<file path="src/rtl/pc_fetch_unit.sv">
// Fetch-side datapath: program counter, instruction register, ALUOut register
// and next-PC resolution for BEQ/BNE, J/JAL and JR.
module pc_fetch_unit #(
  parameter logic [31:0] RESET_PC = 32'h0000_0000,
  parameter int          CNT_W    = 32
) (
  input  logic             clk,
  input  logic             reset,
  input  logic             pc_we,
  input  logic             ir_we,
  input  logic [1:0]       pcsrc,
  input  logic             ben,
  input  logic             beqbne,
  input  logic [31:0]      alu_result,
  input  logic             alu_zero,
  input  logic [31:0]      reg_a,
  input  logic [31:0]      mem_rdata,
  output logic [31:0]      pc,
  output logic [31:0]      instruction,
  output logic [31:0]      alu_out,
  output logic [31:0]      link_addr,
  output logic             branch_taken,
  output logic             misalign_err,
  output logic [CNT_W-1:0] retired
);

  localparam logic [CNT_W-1:0] CNT_ONE = {{(CNT_W-1){1'b0}}, 1'b1};

  logic [31:0]      r_pc;
  logic [31:0]      r_instr;
  logic [31:0]      r_alu_out;
  logic             r_misalign;
  logic [CNT_W-1:0] r_retired;

  logic             w_branch_taken;
  logic [31:0]      w_npc;
  logic             w_pc_write;
  logic [31:0]      w_pc_wdata;
  logic             w_wdata_misaligned;

  assign w_branch_taken = ben & (alu_zero ^ beqbne);

  // The J target deliberately uses the IR contents from before this edge,
  // so a simultaneous IR load does not affect the jump being resolved.
  always_comb begin
    w_npc = alu_result;
    case (pcsrc)
      2'd0: w_npc = r_alu_out;
      2'd1: w_npc = {r_pc[31:28], r_instr[25:0], 2'b00};
      2'd2: w_npc = alu_result;
      2'd3: w_npc = reg_a;
      default: w_npc = alu_result;
    endcase
  end

  // An unconditional write outranks a taken branch; a taken branch ignores pcsrc.
  assign w_pc_write         = pc_we | w_branch_taken;
  assign w_pc_wdata         = pc_we ? w_npc : r_alu_out;
  assign w_wdata_misaligned = (w_pc_wdata[1:0] != 2'b00);

  always_ff @(posedge clk) begin
    if (reset) begin
      r_pc       <= RESET_PC;
      r_misalign <= 1'b0;
    end else if (w_pc_write) begin
      if (w_wdata_misaligned) begin
        r_misalign <= 1'b1;
      end else begin
        r_pc <= w_pc_wdata;
      end
    end
  end

  always_ff @(posedge clk) begin
    if (reset) begin
      r_instr   <= 32'h0000_0000;
      r_retired <= '0;
    end else if (ir_we) begin
      r_instr   <= mem_rdata;
      r_retired <= r_retired + CNT_ONE;
    end
  end

  always_ff @(posedge clk) begin
    if (reset) begin
      r_alu_out <= 32'h0000_0000;
    end else begin
      r_alu_out <= alu_result;
    end
  end

  assign pc           = r_pc;
  assign instruction  = r_instr;
  assign alu_out      = r_alu_out;
  assign link_addr    = r_pc;
  assign branch_taken = w_branch_taken;
  assign misalign_err = r_misalign;
  assign retired      = r_retired;

endmodule
</file>
<file path="config.mk">
export PLATFORM = sky130hd
export DESIGN_NAME = pc_fetch_unit
export DESIGN_NICKNAME = d
export VERILOG_FILES = /design/src/rtl/pc_fetch_unit.sv
export SDC_FILE = /design/constraint.sdc
export NUM_CORES = 1
export LEC_CHECK = 0
export BUFFER_PORTS_ARGS = -buffer_cell sky130_fd_sc_hd__buf_2
export CAP_MARGIN = 20
export CORE_ASPECT_RATIO = 0.75
export CORE_UTILIZATION = 30
export CTS_CLUSTER_SIZE = 20
export DETAILED_ROUTE_END_ITERATION = 8
export GPL_ROUTABILITY_DRIVEN = 1
export PLACE_DENSITY = 0.63
export SLEW_MARGIN = 5
export SYNTH_ARGS = -nofsm -noshare
export SYNTH_HDL_FRONTEND = slang
export SYNTH_SLANG_ARGS = --single-unit
</file>
<file path="constraint.sdc">
create_clock -name clk -period 5.1 [get_ports clk]
set_input_delay 0.51 -clock clk [delete_from_list [all_inputs] [get_ports clk]]
set_output_delay 0.51 -clock clk [all_outputs]
set_load 0.05 [all_outputs]
</file>
# Word-level counts from Yosys, hierarchy flattened
# Index checks and enable logic that the tools add are counted.
# op_classes
n_reduce_logical	5
addsub	1
muxes	2
bitwise_logic	4
eq_ne	4
# op_table
operator	count
$pmux 32 s4	1
$add 32x1->32 const B	1
$mux 32	1
$eq 2x2->1 const B	2
$reduce_and 2->1	2
$reduce_and 3->1	1
$eq 2x1->1 const B	1
$logic_not 2->1	1
$ne 2x2->1 const B	1
$reduce_bool 2->1	1
$and 1x1->1	1
$not 1->1	1
$or 1x1->1	1
$xor 1x1->1	1
# word_totals
ff_bits	129
inputBits	105

# Logic depth before layout (Yosys ltp)
# Gate-level depths: netlist of the first run.
# logic_depth
word_depth	6
mapped_depth	7
ltp_nobuf	5

# Worst setup path after synthesis of the first run
# OpenSTA, ideal clock, no wires.
# synth_path
path_type	flip-flop to flip-flop
from	register r_retired[11], in the netlist retired[11]
to	register r_retired[20], in the netlist retired[20]
setup_slack_ps	2826
setup_ps	70
t_required_ps	5030
t_arrival_ps	2204
path_stages_with_launch	7
cell_sequence	dfxtp_1 > nand4_1 > or4_1 > buf_2 > buf_6 > or4_1 > a21oi_1
# synth_between
elab_chain_cells	1
# synth_rtl
element	line_no	text
start: declaration	33	logic [CNT_W-1:0] r_retired;
start signal: assignment	80	r_retired <= r_retired + CNT_ONE;
$add 32x1->32	80	
# No other way between the ends.
# A chain may end at the register's enable or synchronous reset.

==> results.ini, run 1 <==
[worst_setup_path]
cp_data_arrival_time_ps = 2710
reg2reg_depth = 4
path_class = in -> reg
required_ps = 5430
r2r-start = retired[11]$_SDFFE_PP0P_
cp-start-kind = input port
worstPathMaxFanout = 38
regToRegEndpoint = retired[29]$_SDFFE_PP0P_
cp-end-kind = register
r2r_setup_slack_ps = 2730

[drt]
ant_nets = 0
routedWlPerCell_um = 16.08
drt_iter0_drc = 237
viasPerCell = 4.928
drc = 0
wl_um = 18190
dr.pass1.iters = 7
dr_total_vias = 5574

[timing]
clock_skew_ps = 8.048
hold_violations = 0
drv_slew = 0
min_period_ps = 2386
relSlewSlack_pct = 28.57
worst_pin_slew_ps = 1072
whs_ps = 328.9
period_share_pct = 46.79
setup_tns_ps = 0
setup_viol_count_final = 0
fmax_ghz = 0.4190
rsz0062_at_grt = no

[synth]
ys_warn_count = 0
synthCells = 659
synth_xor_area_share_pct = 1.670
synth_area_leaders = dfxtp_1 45%, mux2i_1 11%, nor2_1 4.9%
synth-simple-area-share_pct = 15.70
avgSynthCellArea_um2 = 8.753
synth_cell_types = 39
synth_top_area_cell = dfxtp_1
synth_nets = 765
synth_fa_ha_area_share_pct = 0.2169
netlist_area_um2 = 5768
yosysTopAreaCellShare_pct = 44.77
synth-seq-cells = 129
synth-compound-area-share_pct = 15.55
synth_top_family_by_area = simple AND/OR/NAND/NOR gates
seq_area_frac_synth_pct = 44.77
synthMuxAreaShare_pct = 10.93

[global_route]
grt_pass1_wl_um = 27810
grt_max_degree = 80
grt_use_total_pct = 18.45
antenna_found_initial = 0
grt_overflow = 0
grt_pass1_vias = 5156

[clock_tree]
ctsHoldBuffers = 0
cts_tree = done
cts.sinks = 129
cts_max_level = 4
path_clk_slew_ps = 60
numCtsBuffers = 17
clock_latency_ps = 410
cts_setup_buffers = 0
root_buffer = clkbuf_16
ctsResizeCount = 0
cts_max_path_buffers = 2

[placement]
routabilityCongestion = 0.7991
dp_hpwl_um = 12960
place.port_buffers = 266

[power]
switching_share_pct = 31.00
power.share.combinational_pct = 19.4
power_frac_seq_pct = 37.8
leakagePower_uw = 0.003696
internal_power_uw = 2006
p_sw_uw = 901.2
ir_worst_vdd_mv = 0.1851
pwr-share-clk_pct = 42.8
p_per_area_nw_per_um2 = 377.5

[worst_hold_path]
holdCritStartpoint = alu_result[26]
worstHoldEndpoint = alu_out[26]$_SDFF_PP0_
min_path_cells = 3
hp-class = in -> reg

[run_status]
status = finished, final reports clean

[final_layout]
area_growth_pct = 33.51
fin_nets = 978
mostFrequentLayoutCells = 265 x buf_2, 129 x dfxtp_1, 76 x nor2_1
drive_gt1_share_pct = 34.84
n_antenna_cell = 0
final_common_cell = buf_2

[floorplan]
die_width_um = 162.1
dieArea_um2 = 19790
io_pins = 267
dieHeight_um = 122.1
design.core.area_um2 = 18670
start_util_pct = 30.90
rows = 43

[run]
cap_violations = 0

[per-stage QoR]
stage	util (%)	std cells	area [um^2]	setup slack, ps	power, uW
floorplan	-	659	5768	2826	1537
global route	41.25	1131	7701	2532	3028
CTS	40.96	1129	7646	2678	2942
detailed placement	37.76	1098	7049	2240	1684
finish	41.25	1131	7701	2714	2908
global placement	37.76	1098	7049	2354	1680
[Yosys cell counts]
library cell and count:
a211oi_1 5, and4_1 4, mux2i_1 63, a21oi_1 52
a21o_1 1, xor2_1 6, or3_1 8, ha_1 1
o32a_1 1, or4_1 16, buf_4 32, o22a_1 1
o21a_1 1, or2_2 1, buf_6 1, o2111ai_1 1
and3_1 3, a222oi_1 25, inv_1 54, buf_1 8
nor2b_1 7, nor3b_1 3, nor3_1 3, nor2_1 76
xnor2_1 5, nand4_2 1, dfxtp_1 129, o31ai_1 13
and2_1 2, o32ai_1 1, buf_2 7, nand3_1 33
nand2_1 11, and3b_1 1, o21ai_0 35, nand2b_1 2
nand4_1 9, a31oi_1 4, clkbuf_1 33
[logic make-up after synthesis]
logic type / after synthesis
AOI/OAI and AO/OA: 140
adders and majority gates: 1
xor gates and xnor gates: 11
and+or+nand+nor: 180
buffers and inverters: 135
DFF: 129
muxes: 63
[worst max path at each step]
stage / depth (start not counted) / start / slack [ps] / end
5_1_grt: 4 / retired[11]$_SDFFE_PP0P_ / 2530 / retired[29]$_SDFFE_PP0P_
3_3_place_gp: 6 / ir_we / 2350 / retired[18]$_SDFFE_PP0P_
2_1_floorplan: 6 / retired[11]$_SDFFE_PP0P_ / 2830 / retired[20]$_SDFFE_PP0P_
6_report: 6 / ir_we / 2710 / retired[18]$_SDFFE_PP0P_
3_5_place_dp: 6 / ir_we / 2240 / retired[18]$_SDFFE_PP0P_
4_1_cts: 6 / ir_we / 2680 / retired[18]$_SDFFE_PP0P_
[routing by layer]
layer / share of wire [%] / wire, um / global-route usage [%]
met1: 45 / 8268 / 22.62
met2: 47 / 8518 / 31.63
met3: 6.5 / 1184 / 4.903
met4: 1.2 / 215 / 5.483
met5: 0 / 0 / 0
[power groups by stage]
stage          clock [uW]  combinational [uW]  sequential (uW)
5_1_grt              1320                 599             1100
4_1_cts              1280                 564             1100
6_report             1240                 565             1100
3_3_place_gp            0                 561             1120
2_1_floorplan           0                 254             1280
3_5_place_dp            0                 563             1120
[worst max-delay path: stages]
cell,delay [ps]
buf_2,70
buf_4,500
nand4_1,320
or4_1,700
or4_1,450
a21oi_1,150
[sequential cells by signal (all words and copies together), names as in the netlist]
| signal | flops |
|---|---|
| alu_out | 32 |
| instruction | 32 |
| link_addr | 32 |
| misalign_err | 1 |
| retired | 32 |
[area by class of cell]
class                      count  area [um^2]
multi-input combinational    395         2569
inverter                      54        202.7
fill                        1933        10970
tap                          247        309.0
timing repair buffer         275         1441
clock buffer                  22        464.2
sequential                   129         2582
clock inverter                 9        132.6
No activity file was read; power rests on OpenSTA's default activity.
==> inputs of run 2 (changes only) <==
Settings changed: ABC_AREA set to 1, PLACE_DENSITY 0.63 to 0.65.
Clock period 5.1 ns to 2.05 ns, I/O delays scaled along.
==> run 2 against run 1 <==
  * Clock power rose to 2.5 times the previous value
  * Synthesized cell count grew 49%
  * Critical path depth grew 1
  * Register-to-register slack lost 2400 ps
  * Core utilization grew 0.63 points
  * Clock skew is 1.2 ps higher
  * Sequential power increased to 2.5 times the previous value
  * Die area is 7.7% higher
  * Largest power group unchanged
  * Highest routed layer is now met5
  * Worst hold slack got worse by 310 ps
  * Setup slack lost 2400 ps
  * Wire length grew 15%
  * Combinational power grew to 3.0 times the previous value
  * Critical path type is now reg -> reg
  * Largest cell class is now multi-input gates
==> results.ini, run 2 <==
[worst_setup_path]
required_ps = 2340
path_class = reg -> reg
worstPathMaxFanout = 6
cp-start-kind = register
cp_data_arrival_time_ps = 2040
cp-end-kind = register

[timing]
worst_pin_slew_ps = 515.1
hold_violations = 0
rsz0062_at_grt = no
whs_ps = 18.79
min_period_ps = 1751
setup_viol_count_final = 0
setup_tns_ps = 0
setup_slack_ps = 299.4
period_share_pct = 85.40
relSlewSlack_pct = 65.54
fmax_ghz = 0.5712
clock_skew_ps = 9.249
drv_slew = 0

[placement]
dp_hpwl_um = 14780
dp.cells = 1451
routabilityCongestion = 0.8385
pre_cts_ws_ps = 364.8
place.port_buffers = 266

[floorplan]
dieHeight_um = 126.7
start_util_pct = 30.69
design.core.area_um2 = 20270
rows = 45
die_width_um = 168.3
io_pins = 267
dieArea_um2 = 21320

[power]
leakagePower_uw = 0.004471
power_uw = 7588
p_per_area_nw_per_um2 = 893.8
switching_share_pct = 33.46
power.share.combinational_pct = 22.3
internal_power_uw = 5049
power_frac_seq_pct = 36.5
p_sw_uw = 2539
pwr-share-clk_pct = 41.2
ir_worst_vdd_mv = 0.3533

[synth]
synth_top_area_cell = dfxtp_1
seq_area_frac_synth_pct = 41.52
synthCells = 985
netlist_area_um2 = 6220
synth-seq-cells = 129
avgSynthCellArea_um2 = 6.314
synth_flop_cell = dfxtp_1
synth_cell_types = 28
synth_nets = 1091
post-synth-top-count-cell = nor2_1
ys_warn_count = 0
synth_enable_flop_cells = 0
synth_commonest_cells = 281 x nor2_1, 256 x nand2_1, 129 x dfxtp_1, 104 x inv_1, 60 x o21ai_0
async_reset_ff_share_pct = 0
yosysTopAreaCellShare_pct = 41.52
synth_area_leaders = dfxtp_1 42%, nor2_1 17%, nand2_1 15%

[final_layout]
mostFrequentLayoutCells = 281 x nor2_1, 266 x buf_2, 256 x nand2_1
fillers = 2158
drive_gt1_share_pct = 25.24
final_common_cell = nor2_1
area_growth_pct = 36.49
stdcell_count = 1513
fin_nets = 1345

[clock_tree]
cts_max_path_buffers = 2
root_buffer = clkbuf_16
clock_latency_ps = 410
cts_max_level = 4
cts_tree = done
cts.sinks = 129
cts_setup_buffers = 0
path_clk_slew_ps = 60
numCtsBuffers = 17
ctsResizeCount = 0

[global_route]
grt_pass1_vias = 6039
grt_overflow = 0
antenna_found_initial = 4
grt_pass1_wl_um = 32370
grt_use_total_pct = 19.46
grt_max_degree = 77

[run_status]
status = finished, final reports clean

[drt]
ant_nets = 0
wl_um = 20850
dr_total_vias = 6805
dr.pass1.iters = 5
viasPerCell = 4.498
drc = 0
drt_iter0_drc = 481
routedWlPerCell_um = 13.78

[run]
cap_violations = 0

[worst_hold_path]
hp-class = in -> reg

==> run 2: changes by cell type after synthesis, moves of 13 or more <==
cell and change:
a222oi_1 -25, nand2_1 +245, nor2_1 +205, or4_1 -16, mux2i_1 -63, a21oi_1 -39
o21ai_1 +14, o21ai_0 +25, o31ai_1 -13, clkbuf_1 -15, inv_1 +50
==> run 2: path summary, 6_finish.rpt <==
kind	cells past startpoint	from	slack, ps	endpoint
max	7	retired[0]$_SDFFE_PP0P_	300	retired[18]$_SDFFE_PP0P_
min	3	mem_rdata[0]	20	instruction[0]$_SDFFE_PP0P_
max reg2reg	7	retired[0]$_SDFFE_PP0P_	300	retired[18]$_SDFFE_PP0P_
min reg2reg	2	link_addr[0]$_SDFFE_PP0P_	480	link_addr[0]$_SDFFE_PP0P_
==> run 2: area by class of cell <==
type | count | area, um^2 | share of cell area (%)
Clock inverter | 12 | 160.2 | 1.887
Tap cell | 258 | 322.8 | 3.803
Sequential cell | 129 | 2582 | 30.42
Multi-Input combinational cell | 680 | 2826 | 33.29
Inverter | 105 | 394.1 | 4.643
Clock buffer | 20 | 446.7 | 5.262
Antenna cell | 3 | 7.507 | 0.08843
Timing Repair Buffer | 306 | 1749 | 20.60
==> run 2: metal layers <==
metal	share of wire [%]	GRT usage, %	vias up	wire [um]
met4	1.3	5.080	2	265
met5	0.062	0	-	13
li1	-	-	3479	-
met2	44	31.12	259	9216
met3	6.7	4.649	19	1397
met1	48	26.25	3046	9958
==> run 2: repair_timing <==
action                                  CTS  global route
endpoints found under the setup margin    0             0
hold endpoints to repair                 26             1
hold buffers                             26             1
==> run 2: critical path, stage by stage (launching register included) <==
cell and delay (ps):
dfxtp_1 390, ha_1 210, nand3_1 140, nor2_1 340
nand3_1 210, nor2_1 170, xnor2_1 130, nor2_1 50
==> run 2: through the flow <==
stage,util [%],area (um^2)
final,41.88,8489
after global routing,41.85,8482
after detailed placement,37.52,7605
after global placement,37.52,7605
after floorplan,-,6220
after CTS,41.80,8472
==> run 2: power groups by stage <==
stage | Combinational (uW) | Clock (uW) | Sequential [uW]
4_1_cts | 1700 | 3200 | 2770
6_report | 1690 | 3130 | 2770
2_1_floorplan | 777 | 0 | 3310
5_1_grt | 1820 | 3330 | 2790
3_3_place_gp | 1640 | 0 | 2820
3_5_place_dp | 1650 | 0 | 2830
==> run 2: logic make-up after synthesis <==
group,Yosys count,synth area share (%)
AOI/OAI and AO/OA,91,7.544
xor gates and xnor gates,9,1.267
adders and majority gates,1,0.2011
buffers and inverters,176,13.04
DFF,129,41.52
and+or+nand+nor,579,36.43
